<file path="src/rtl/rs_bank_controller.sv">
// Round-robin controller sharing one RS flip-flop bank between two requesters.
// Each granted command becomes a PULSE_CYC drive phase followed by a GAP_CYC hold gap.
module rs_bank_controller #(
    parameter int unsigned WIDTH     = 4,
    parameter int unsigned PULSE_CYC = 2,
    parameter int unsigned GAP_CYC   = 1
) (
    input  logic             Clk,
    input  logic             Reset,
    input  logic             req0,
    input  logic [1:0]       cmd0,
    input  logic [WIDTH-1:0] mask0,
    output logic             gnt0,
    input  logic             req1,
    input  logic [1:0]       cmd1,
    input  logic [WIDTH-1:0] mask1,
    output logic             gnt1,
    input  logic [WIDTH-1:0] Q,
    output logic [WIDTH-1:0] R,
    output logic [WIDTH-1:0] S,
    output logic             busy,
    output logic             done
);

    localparam int unsigned MaxCyc = (PULSE_CYC > GAP_CYC) ? PULSE_CYC : GAP_CYC;
    localparam int unsigned CntW   = (MaxCyc < 1) ? 1 : $clog2(MaxCyc + 1);

    typedef enum logic [1:0] {StIdle, StDrive, StGap} state_e;

    state_e            state_q, state_d;
    logic [CntW-1:0]   cnt_q, cnt_d;
    logic [WIDTH-1:0]  r_q, r_d, s_q, s_d;
    logic              rr_q, rr_d;
    logic              gnt0_q, gnt0_d, gnt1_q, gnt1_d;
    logic              win1;
    logic [1:0]        sel_cmd;
    logic [WIDTH-1:0]  sel_mask;

    // rr_q = 1 means requester 1 is preferred when both request
    assign win1     = req1 & (~req0 | rr_q);
    assign sel_cmd  = win1 ? cmd1 : cmd0;
    assign sel_mask = win1 ? mask1 : mask0;

    always_comb begin
        state_d = state_q;
        cnt_d   = cnt_q;
        r_d     = r_q;
        s_d     = s_q;
        rr_d    = rr_q;
        gnt0_d  = 1'b0;
        gnt1_d  = 1'b0;
        unique case (state_q)
            StIdle: begin
                if (req0 | req1) begin
                    state_d = StDrive;
                    cnt_d   = CntW'(PULSE_CYC - 1);
                    gnt0_d  = ~win1;
                    gnt1_d  = win1;
                    rr_d    = ~win1;
                    unique case (sel_cmd)
                        2'b01: begin
                            s_d = sel_mask;
                            r_d = '0;
                        end
                        2'b10: begin
                            s_d = '0;
                            r_d = sel_mask;
                        end
                        // Toggle splits the mask on the sampled Q, so R and S stay disjoint
                        2'b11: begin
                            s_d = sel_mask & ~Q;
                            r_d = sel_mask & Q;
                        end
                        default: begin
                            s_d = '0;
                            r_d = '0;
                        end
                    endcase
                end
            end
            StDrive: begin
                if (cnt_q == '0) begin
                    state_d = StGap;
                    cnt_d   = CntW'(GAP_CYC - 1);
                    r_d     = '0;
                    s_d     = '0;
                end else begin
                    cnt_d = cnt_q - CntW'(1);
                end
            end
            StGap: begin
                if (cnt_q == '0) begin
                    state_d = StIdle;
                end else begin
                    cnt_d = cnt_q - CntW'(1);
                end
            end
            default: begin
                state_d = StIdle;
                r_d     = '0;
                s_d     = '0;
            end
        endcase
    end

    always_ff @(posedge Clk or posedge Reset) begin
        if (Reset) begin
            state_q <= StIdle;
            cnt_q   <= '0;
            r_q     <= '0;
            s_q     <= '0;
            rr_q    <= 1'b0;
            gnt0_q  <= 1'b0;
            gnt1_q  <= 1'b0;
        end else begin
            state_q <= state_d;
            cnt_q   <= cnt_d;
            r_q     <= r_d;
            s_q     <= s_d;
            rr_q    <= rr_d;
            gnt0_q  <= gnt0_d;
            gnt1_q  <= gnt1_d;
        end
    end

    assign R    = r_q;
    assign S    = s_q;
    assign gnt0 = gnt0_q;
    assign gnt1 = gnt1_q;
    assign busy = (state_q != StIdle);
    assign done = (state_q == StGap) && (cnt_q == '0);

endmodule
</file>
<file path="config.mk">
export PLATFORM = sky130hd
export DESIGN_NAME = rs_bank_controller
export DESIGN_NICKNAME = d
export VERILOG_FILES = /design/src/rtl/rs_bank_controller.sv
export SDC_FILE = /design/constraint.sdc
export NUM_CORES = 1
export LEC_CHECK = 0
export BUFFER_PORTS_ARGS = -buffer_cell sky130_fd_sc_hd__buf_4
export CORE_MARGIN = 1.5
export CORE_UTILIZATION = 53
export DETAILED_ROUTE_END_ITERATION = 12
export PLACE_DENSITY_LB_ADDON = 0.25
export SYNTH_ARGS = -nofsm -noshare
export SYNTH_HDL_FRONTEND = slang
export SYNTH_SLANG_ARGS = --single-unit
</file>
<file path="constraint.sdc">
create_clock -name Clk -period 3.5 [get_ports Clk]
set_clock_uncertainty 0.15 [all_clocks]
set_input_delay 0.175 -clock Clk [delete_from_list [all_inputs] [get_ports Clk]]
set_output_delay 0.175 -clock Clk [all_outputs]
set_load 0.05 [all_outputs]
</file>
# ---- Word-level counts from Yosys, hierarchy flattened
# Index checks and enable logic that the tools add are counted.
dict set report word_totals {
  reg_bits 15
  input_bits 20
  output_inout_bits 12
  elab_cells 55
}
dict set report classes {
  n_bitwise 9
  muxes 20
  eq_ne 9
  add_sub_neg 1
  n_reduce_logical 9
}
# operator count
set op_table {}
lappend op_table {{$pmux 4 s3} 2}
lappend op_table {{$mux 4} 4}
lappend op_table {{$pmux 4 s2} 2}
lappend op_table {{$mux 2} 6}
lappend op_table {{$pmux 2 s3} 2}
lappend op_table {{$reduce_and 3->1} 3}
lappend op_table {{$and 4x4->4} 2}
lappend op_table {{$ne 2x2->1 const B} 4}
lappend op_table {{$eq 2x2->1 const B} 3}
lappend op_table {{$eq 2x1->1 const B} 2}
lappend op_table {{$logic_not 2->1} 2}
lappend op_table {{$mux 1} 4}
lappend op_table {{$not 4->4} 1}
lappend op_table {{$not 1->1} 3}
lappend op_table {{$reduce_bool 3->1} 1}
lappend op_table {{$or 1x1->1} 2}
lappend op_table {{$reduce_and 2->1} 1}
lappend op_table {{$reduce_bool 2->1} 1}
lappend op_table {{$sub 2x1->2 const B} 1}
lappend op_table {{$and 1x1->1} 1}
lappend op_table {{$logic_and 1x1->1} 1}

# ---- Longest topological paths before layout
# Gate-level depths: netlist of the first run.
dict set report depth {
  word_depth 8
  mapped_depth 7
  depth_no_buf 6
}

# ---- Worst setup path after synthesis of the first run
# Ideal clock, no wire load.
dict set report synth_path {
  path_kind {reg-to-reg}
  start {reg state_q[0]}
  end {reg s_q[0], in the netlist S[0]}
  setup_slack_ps 1455
  synth_period_minus_slack_ps 2045
  required_time_ps 3283
  path_stages_with_launch 8
  n_path_buf 1
  setup_ps 67
  arrival_ps 1827
  path_cell_list {dfrtp_1 -> inv_1 -> ha_1 -> inv_2 -> or4_1 -> buf_2 -> a21oi_4 -> a32o_2}
}
dict set report synth_via {
  elab_chain_len 3
  elab_cells_between_ends 8
}
# element line_no
set synth_lines {}
lappend synth_lines {{start, declared} 30} ;# state_e state_q, state_d;
lappend synth_lines {{start signal, assigned} 108} ;# state_q <= StIdle;
lappend synth_lines {{start signal, assigned} 116} ;# state_q <= state_d;
lappend synth_lines {{$eq 2x1->1, or another cell as far along} 52} ;# unique case (state_q)
lappend synth_lines {{$ne 2x2->1 (no line) or $not 1->1 (tied branches)} n/a}
lappend synth_lines {{$reduce_and 3->1 (no line)} n/a}
lappend synth_lines {{end signal, assigned} 111} ;# s_q <= '0;
lappend synth_lines {{end signal, assigned} 119} ;# s_q <= s_d;
lappend synth_lines {{end, declared} 32} ;# logic [WIDTH-1:0] r_q, r_d, s_q, s_d;
# Parallel ways exist; a longest one is shown, timed or not.
# A chain may end at the register's enable or synchronous reset.

# ---- Final worst setup path of the first run
# Ends and elaborated chain as after synthesis.

==> results of run 1 <==
synth_stat cells (all sizes together):
| cell type | instances | share of area, % |
|---|---|---|
| mux2i | 2 | 2.0 |
| a21o | 6 | 4.5 |
| nor2 | 5 | 1.9 |
| dfrtp | 15 | 38 |
| a31oi | 5 | 3.1 |
| a32o | 4 | 4.4 |
| a21boi | 1 | 0.75 |
| nor3 | 5 | 2.5 |
| clkinv | 1 | 0.38 |
| o21a | 1 | 0.75 |
| o31ai | 4 | 3.0 |
| or4 | 1 | 0.75 |
| ha | 7 | 8.8 |
| inv | 9 | 3.4 |
| nand2b | 2 | 1.3 |
| nor2b | 2 | 1.5 |
| mux2 | 1 | 1.1 |
| nand3 | 1 | 0.50 |
| buf | 3 | 1.6 |
| clkbuf | 1 | 0.38 |
| nand2 | 21 | 7.9 |
| a21oi | 11 | 6.7 |
| and3 | 1 | 0.63 |
| and2 | 1 | 0.63 |
| a211o | 1 | 1.0 |
| o21ai | 3 | 1.9 |
| a221oi | 1 | 0.88 |
cell usage in the layout (no fill, tap or decap):
cell type	n
buf_4	31
nand2_1	21
dfrtp_1	15
a21oi_1	10
inv_1	7
ha_1	7
a21o_1	6
nor2_1	5
nor3_1	5
a31oi_1	5
o31ai_1	4
a32o_2	3
clkbuf_4	3
dlygate4sd3_1	3
inv_2	2
nand2b_1	2
mux2i_1	2
o21ai_0	2
nor2b_1	1
or4_1	1
clkinv_1	1
and3_1	1
a21boi_0	1
a211o_2	1
a32o_1	1
nor2b_2	1
nand3_1	1
o21ai_2	1
and2_1	1
mux2_2	1
a221oi_1	1
a21oi_4	1
o21a_1	1
clkbuf_1	1
cell families after synthesis:
kind of cell | Yosys count | synth area share [%]
AOI/OAI and AO/OA | 37 | 27.0
adders and majority gates | 7 | 8.79
buffers and inverters | 14 | 5.78
DFF | 15 | 37.7
muxes | 3 | 3.14
and+or+nand+nor | 39 | 17.6
registers in the layout (all words and copies together), names as in the netlist:
register / count
R: 4
S: 4
cnt_q: 2
state_q: 2
gnt0: 1
gnt1: 1
rr_q: 1
how the worst max path moves through the flow:
stage,start,slack (ns),to,cells after the start
4_1_cts,state_q[0]$_DFFE_PP0P_,1.38,S[0]$_DFFE_PP0P_,6
5_1_grt,state_q[1]$_DFFE_PP0P_,1.28,S[0]$_DFFE_PP0P_,6
3_3_place_gp,state_q[0]$_DFFE_PP0P_,1.46,S[2]$_DFFE_PP0P_,6
2_1_floorplan,state_q[0]$_DFFE_PP0P_,1.46,S[0]$_DFFE_PP0P_,7
6_report,state_q[0]$_DFFE_PP0P_,1.36,S[0]$_DFFE_PP0P_,6
3_5_place_dp,state_q[0]$_DFFE_PP0P_,1.40,S[0]$_DFFE_PP0P_,6
per-layer routing:
metal  GRT usage (%)  vias to the layer above  part of all wire [%]  wire length (µm)
met5               0                        -                     0                 0
met4            12.0                        0                   2.0                44
met3            2.75                        5                   3.6                80
met2            40.8                       24                    49              1090
met1            26.5                      452                    45               997
li1                -                      478                     -                 -
metrics by stage:
stage | setup WS, ns | hold slack, ns | std cells | power, mW
after global routing | 1.28 | 0.0767 | 174 | 1.02
final | 1.36 | 0.0565 | 174 | 0.955
after detailed placement | 1.40 | 0.111 | 167 | 0.851
after global placement | 1.46 | 0.105 | 167 | 0.836
after floorplan | 1.46 | -0.0735 | 115 | 0.699
after CTS | 1.38 | 0.0567 | 174 | 0.957
layout make-up:
cell class / instances / area, µm² / share of cell area, %
clock buffer: 4 / 26.3 / 2.03
inverter: 10 / 37.5 / 2.90
multi-input combinational: 86 / 563 / 43.4
sequential: 15 / 375 / 29.0
tap: 25 / 31.3 / 2.41
timing repair buffer: 34 / 263 / 20.3
worst max-delay path: cells and delay by family (launching register included):
family          cells  cell delay [ns]
simple gates        1             0.66
flops               1             0.42
fa+ha+maj           1             0.29
buf+inv             2             0.18
compound gates      2             0.39
where the power goes:
part / switching, mW / total (mW) / internal (mW)
logic: 0.374 / 0.581 / 0.207
registers: 0.0404 / 0.272 / 0.232
clock network: 0.0569 / 0.101 / 0.0444
==> run_results.csv, run 1 <==
group,metric,value,unit
status,outcome,"completed",
critical_path,end_kind,"register",
clock_network,cts_resized,0,
critical_path,r2r_cells,6,
sta,rsz0062_at_grt,"no",
final_layout,fin_util,74.3,%
power_and_ir_drop,peakVddDrop,0.000524,V
detailed_routing,drtIter0Drc,17,
final_layout,drive_gt1_share,29.5,%
clock_network,clock_latency,0.29,ns
final_layout,fill_cells,140,
min_path,holdPathEnd,"R[3]$_DFFE_PP0P_",
synthesis,synth_cell_types,34,
global_route,first_global_vias,830,
clock_network,cts_max_level,1,
detailed_routing,ant_nets,0,
min_path,min_from,"Q[3]",
critical_path,crit_path_cell_trace,"inv_1 > ha_1 > inv_2 > or4_1 > a21oi_4 > a32o_2",
final_layout,antenna_cells,0,
critical_path,r2r-end,"S[0]$_DFFE_PP0P_",
clock_network,cts-root-buf,"clkbuf_4",
critical_path,required,3.58,ns
sta,setup_viol,0,
placement,place.gp.congestion,0.829,
critical_path,reg2reg_from,"state_q[0]$_DFFE_PP0P_",
sta,relSlewSlack,60.6,%
clock_network,cts_buffers,3,
critical_path,path_class,"register to register",
synthesis,ys.warnings.count,0,
die,die_y,46.4,µm
placement,place_area,0.00124,mm²
min_path,holdPathStages,3,
clock_network,clock_path_buffers,2,
detailed_routing,drtPass1Iterations,4,
critical_path,critPathMaxFanout,7,
flow_run,max-cap-violations,0,
synthesis,ys_seq_area_share,37.7,%
min_path,hold_path_class,"input port to register",
placement,hpwl,1720,µm
clock_network,tritoncts,"yes",
clock_network,clk_pin_slew,0.09,ns
detailed_routing,vias,959,
clock_network,postCtsHoldBufs,3,
final_layout,fin_area,0.00130,mm²
synthesis,syn_area_per_cell,8.66,µm²
die,die_x,46.4,µm
sta,slew_violations,0,
critical_path,crit_slowest_cell,"or4_1",
die,rows,15,
sta,finalSetupTns,0,ns
detailed_routing,drt-vias-per-instance,5.51,
power_and_ir_drop,p_per_area,736,mW/mm²
sta,post-route-min-period,2.14,ns
critical_path,cp_slowest_stage_delay,0.66,ns
final_layout,nNetsFinal,177,
synthesis,synth_cells,115,
global_route,grt_pass1_wl,3480,µm
critical_path,start_kind,"register",
critical_path,arrival,2.22,ns
detailed_routing,drt-total-wl,2210,µm
global_route,grt_remaining_overflow,0,
detailed_routing,drc_errors,0,
synthesis,synthesis.area,996,µm²
die,die-area,0.00215,mm²
sta,fin_crit_sh,61.1,%
synthesis,syn-num-nets,142,
final_layout,syn_to_final_growth,30.2,%
global_route,antenna_found_initial,0,
power_and_ir_drop,leakage,0.673,nW
placement,port_buffers,31,
die,core-area,0.00175,mm²
sta,worstMarginPinSlew,0.590,ns
detailed_routing,wire_per_inst,12.7,µm
sta,hold_viol,0,
die,initial_utilization,57.1,%
clock_network,cts_sinks,15,
clock_network,cts_setup_buffers,0,
synthesis,synth_seq_cells,15,
global_route,grt_start_max_net_pins,16,
die,num_io_pins,32,
sta,max_freq,468,MHz
global_route,grt_use_total,23.0,%
critical_path,r2r_slack,1.36,ns
Power figures use the tool's default switching activity.
==> run 2, diff against run 1 <==
CORE_UTILIZATION = 45   (was 53)
clock period = 1.7 ns   (was 3.5 ns; I/O delays follow)
==> run_results.csv, run 2 (synthesized netlist as in run 1, its figures left out) <==
group,metric,value,unit
final_layout,drive_gt1_share,39.2,%
final_layout,nNetsFinal,194,
min_path,hold_path_class,"input port to register",
status,violations,"negative setup slack",
critical_path,arrival,1.93,ns
power_and_ir_drop,p_per_area,1560,mW/mm²
die,initial_utilization,49.3,%
detailed_routing,wl_met2,1400,µm
die,rows,16,
detailed_routing,drt-total-wl,2600,µm
critical_path,critPathMaxFanout,6,
detailed_routing,drtIter0Drc,19,
sta,hold_viol,0,
power_and_ir_drop,switchingPower,1.09,mW
clock_network,cts_buffers,3,
sta,fin_crit_sh,109,%
detailed_routing,drt-vias-per-instance,5.33,
detailed_routing,met3_length,165,µm
global_route,grt_pass1_wl,4220,µm
power_and_ir_drop,peakVddDrop,0.00112,V
placement,hpwl,1870,µm
sta,worstMarginPinSlew,0.602,ns
global_route,grt_remaining_overflow,0,
power_and_ir_drop,pwr-share-clk,8.8,%
final_layout,antenna_cells,0,
die,die_x,50.0,µm
placement,port_buffers,31,
clock_network,clock_path_buffers,2,
power_and_ir_drop,pwr-share-comb,67.3,%
sta,setup_slack,-0.152,ns
sta,setup_viol,9,
critical_path,r2r_slack,-0.15,ns
final_layout,fin_area,0.00151,mm²
clock_network,clk_pin_slew,0.09,ns
global_route,grt_use_total,22.3,%
detailed_routing,wl_met1,957,µm
die,num_io_pins,32,
sta,post-route-min-period,1.85,ns
clock_network,cts_max_level,1,
placement,place.gp.congestion,0.972,
detailed_routing,vias,1029,
sta,finalSetupTns,-0.887,ns
detailed_routing,drc_errors,0,
final_layout,fin_cells,193,
clock_network,clock_latency,0.28,ns
die,core-area,0.00202,mm²
clock_network,tritoncts,"yes",
global_route,antenna_found_initial,0,
global_route,grt_start_max_net_pins,16,
placement,place_area,0.00134,mm²
placement,place_ws,-0.145,ns
sta,slew_violations,0,
clock_network,cts-root-buf,"clkbuf_4",
detailed_routing,ant_nets,0,
final_layout,fill_cells,144,
clock_network,cts_sinks,15,
sta,max_freq,540,MHz
die,die-area,0.00250,mm²
final_layout,final_cell_mix,"buf_4 (40), nand2_1 (21), dfrtp_1 (15)",
global_route,first_global_vias,960,
die,die_y,50.0,µm
power_and_ir_drop,switching_share,46.3,%
power_and_ir_drop,power,2.36,mW
critical_path,path_class,"register to register",
power_and_ir_drop,p_seq_share,23.9,%
detailed_routing,routed.top_layer,"met4",
flow_run,max-cap-violations,0,
placement,dp.cells,178,
critical_path,end_kind,"register",
detailed_routing,wire_per_inst,13.5,µm
sta,rsz0062_at_grt,"yes",
final_layout,syn_to_final_growth,51.5,%
power_and_ir_drop,p_int,1.27,mW
power_and_ir_drop,leakage,0.763,nW
final_layout,final_common_cell,"buf_4",
sta,relSlewSlack,59.9,%
status,outcome,"finished with violations",
critical_path,start_kind,"register",
critical_path,required,1.78,ns
detailed_routing,drtPass1Iterations,4,
## run 2: area by class of cell
cell class,count,area [µm²],area share [%]
tap,27,33.8,2.24
sequential,15,375,24.9
clock buffer,4,26.3,1.74
timing repair buffer,51,422,27.9
multi-input combinational,86,607,40.2
inverter,10,45.0,2.99
## run 2: power groups by stage
stage / logic [mW] / registers (mW) / clock network [mW]
floorplan: 0.745 / 0.801 / 0
global placement: 1.39 / 0.557 / 0
detailed placement: 1.42 / 0.566 / 0
CTS: 1.57 / 0.563 / 0.219
global route: 1.71 / 0.580 / 0.240
finish: 1.59 / 0.564 / 0.208
## run 2: routing by layer
layer | GRT usage (%) | vias up
li1 | - | 508
met4 | 12.0 | 0
met5 | 0 | -
met2 | 38.4 | 36
met1 | 25.2 | 475
met3 | 4.85 | 10
## run 2: final timing paths
check,startpoint,endpoint,cells after the start
max in group asynchronous,Reset,state_q[0]$_DFFE_PP0P_,3
min in group asynchronous,Reset,cnt_q[1]$_DFFE_PP0P_,3
max reg2reg,state_q[1]$_DFFE_PP0P_,S[0]$_DFFE_PP0P_,6
min,mask1[1],S[1]$_DFFE_PP0P_,3
min reg2reg,R[0]$_DFFE_PP0P_,R[0]$_DFFE_PP0P_,2
max,state_q[1]$_DFFE_PP0P_,S[0]$_DFFE_PP0P_,6
## run 2: stage by stage
step           util [%]  hold WS (ns)
3_3_place_gp       66.2        0.0410
4_1_cts            74.4        0.0103
3_5_place_dp       66.2        0.0446
2_1_floorplan         -        -0.164
5_1_grt            74.6       0.00532
6_report           74.6        0.0175
## run 2: critical path: stages, from the launching register on
cell	delay [ns]
dfrtp_1	0.42
inv_2	0.11
ha_4	0.18
inv_8	0.03
or4_4	0.57
a21oi_4	0.15
a32o_2	0.18
## run 2: what timing repair did
item	in CTS	in global routing
pin swaps	2	1
hold buffers	8	0
cloned	0	0
gates resized for setup	7	3
endpoints found under the hold margin	22	0
setup buffers	4	0
endpoints found under the setup margin	10	12
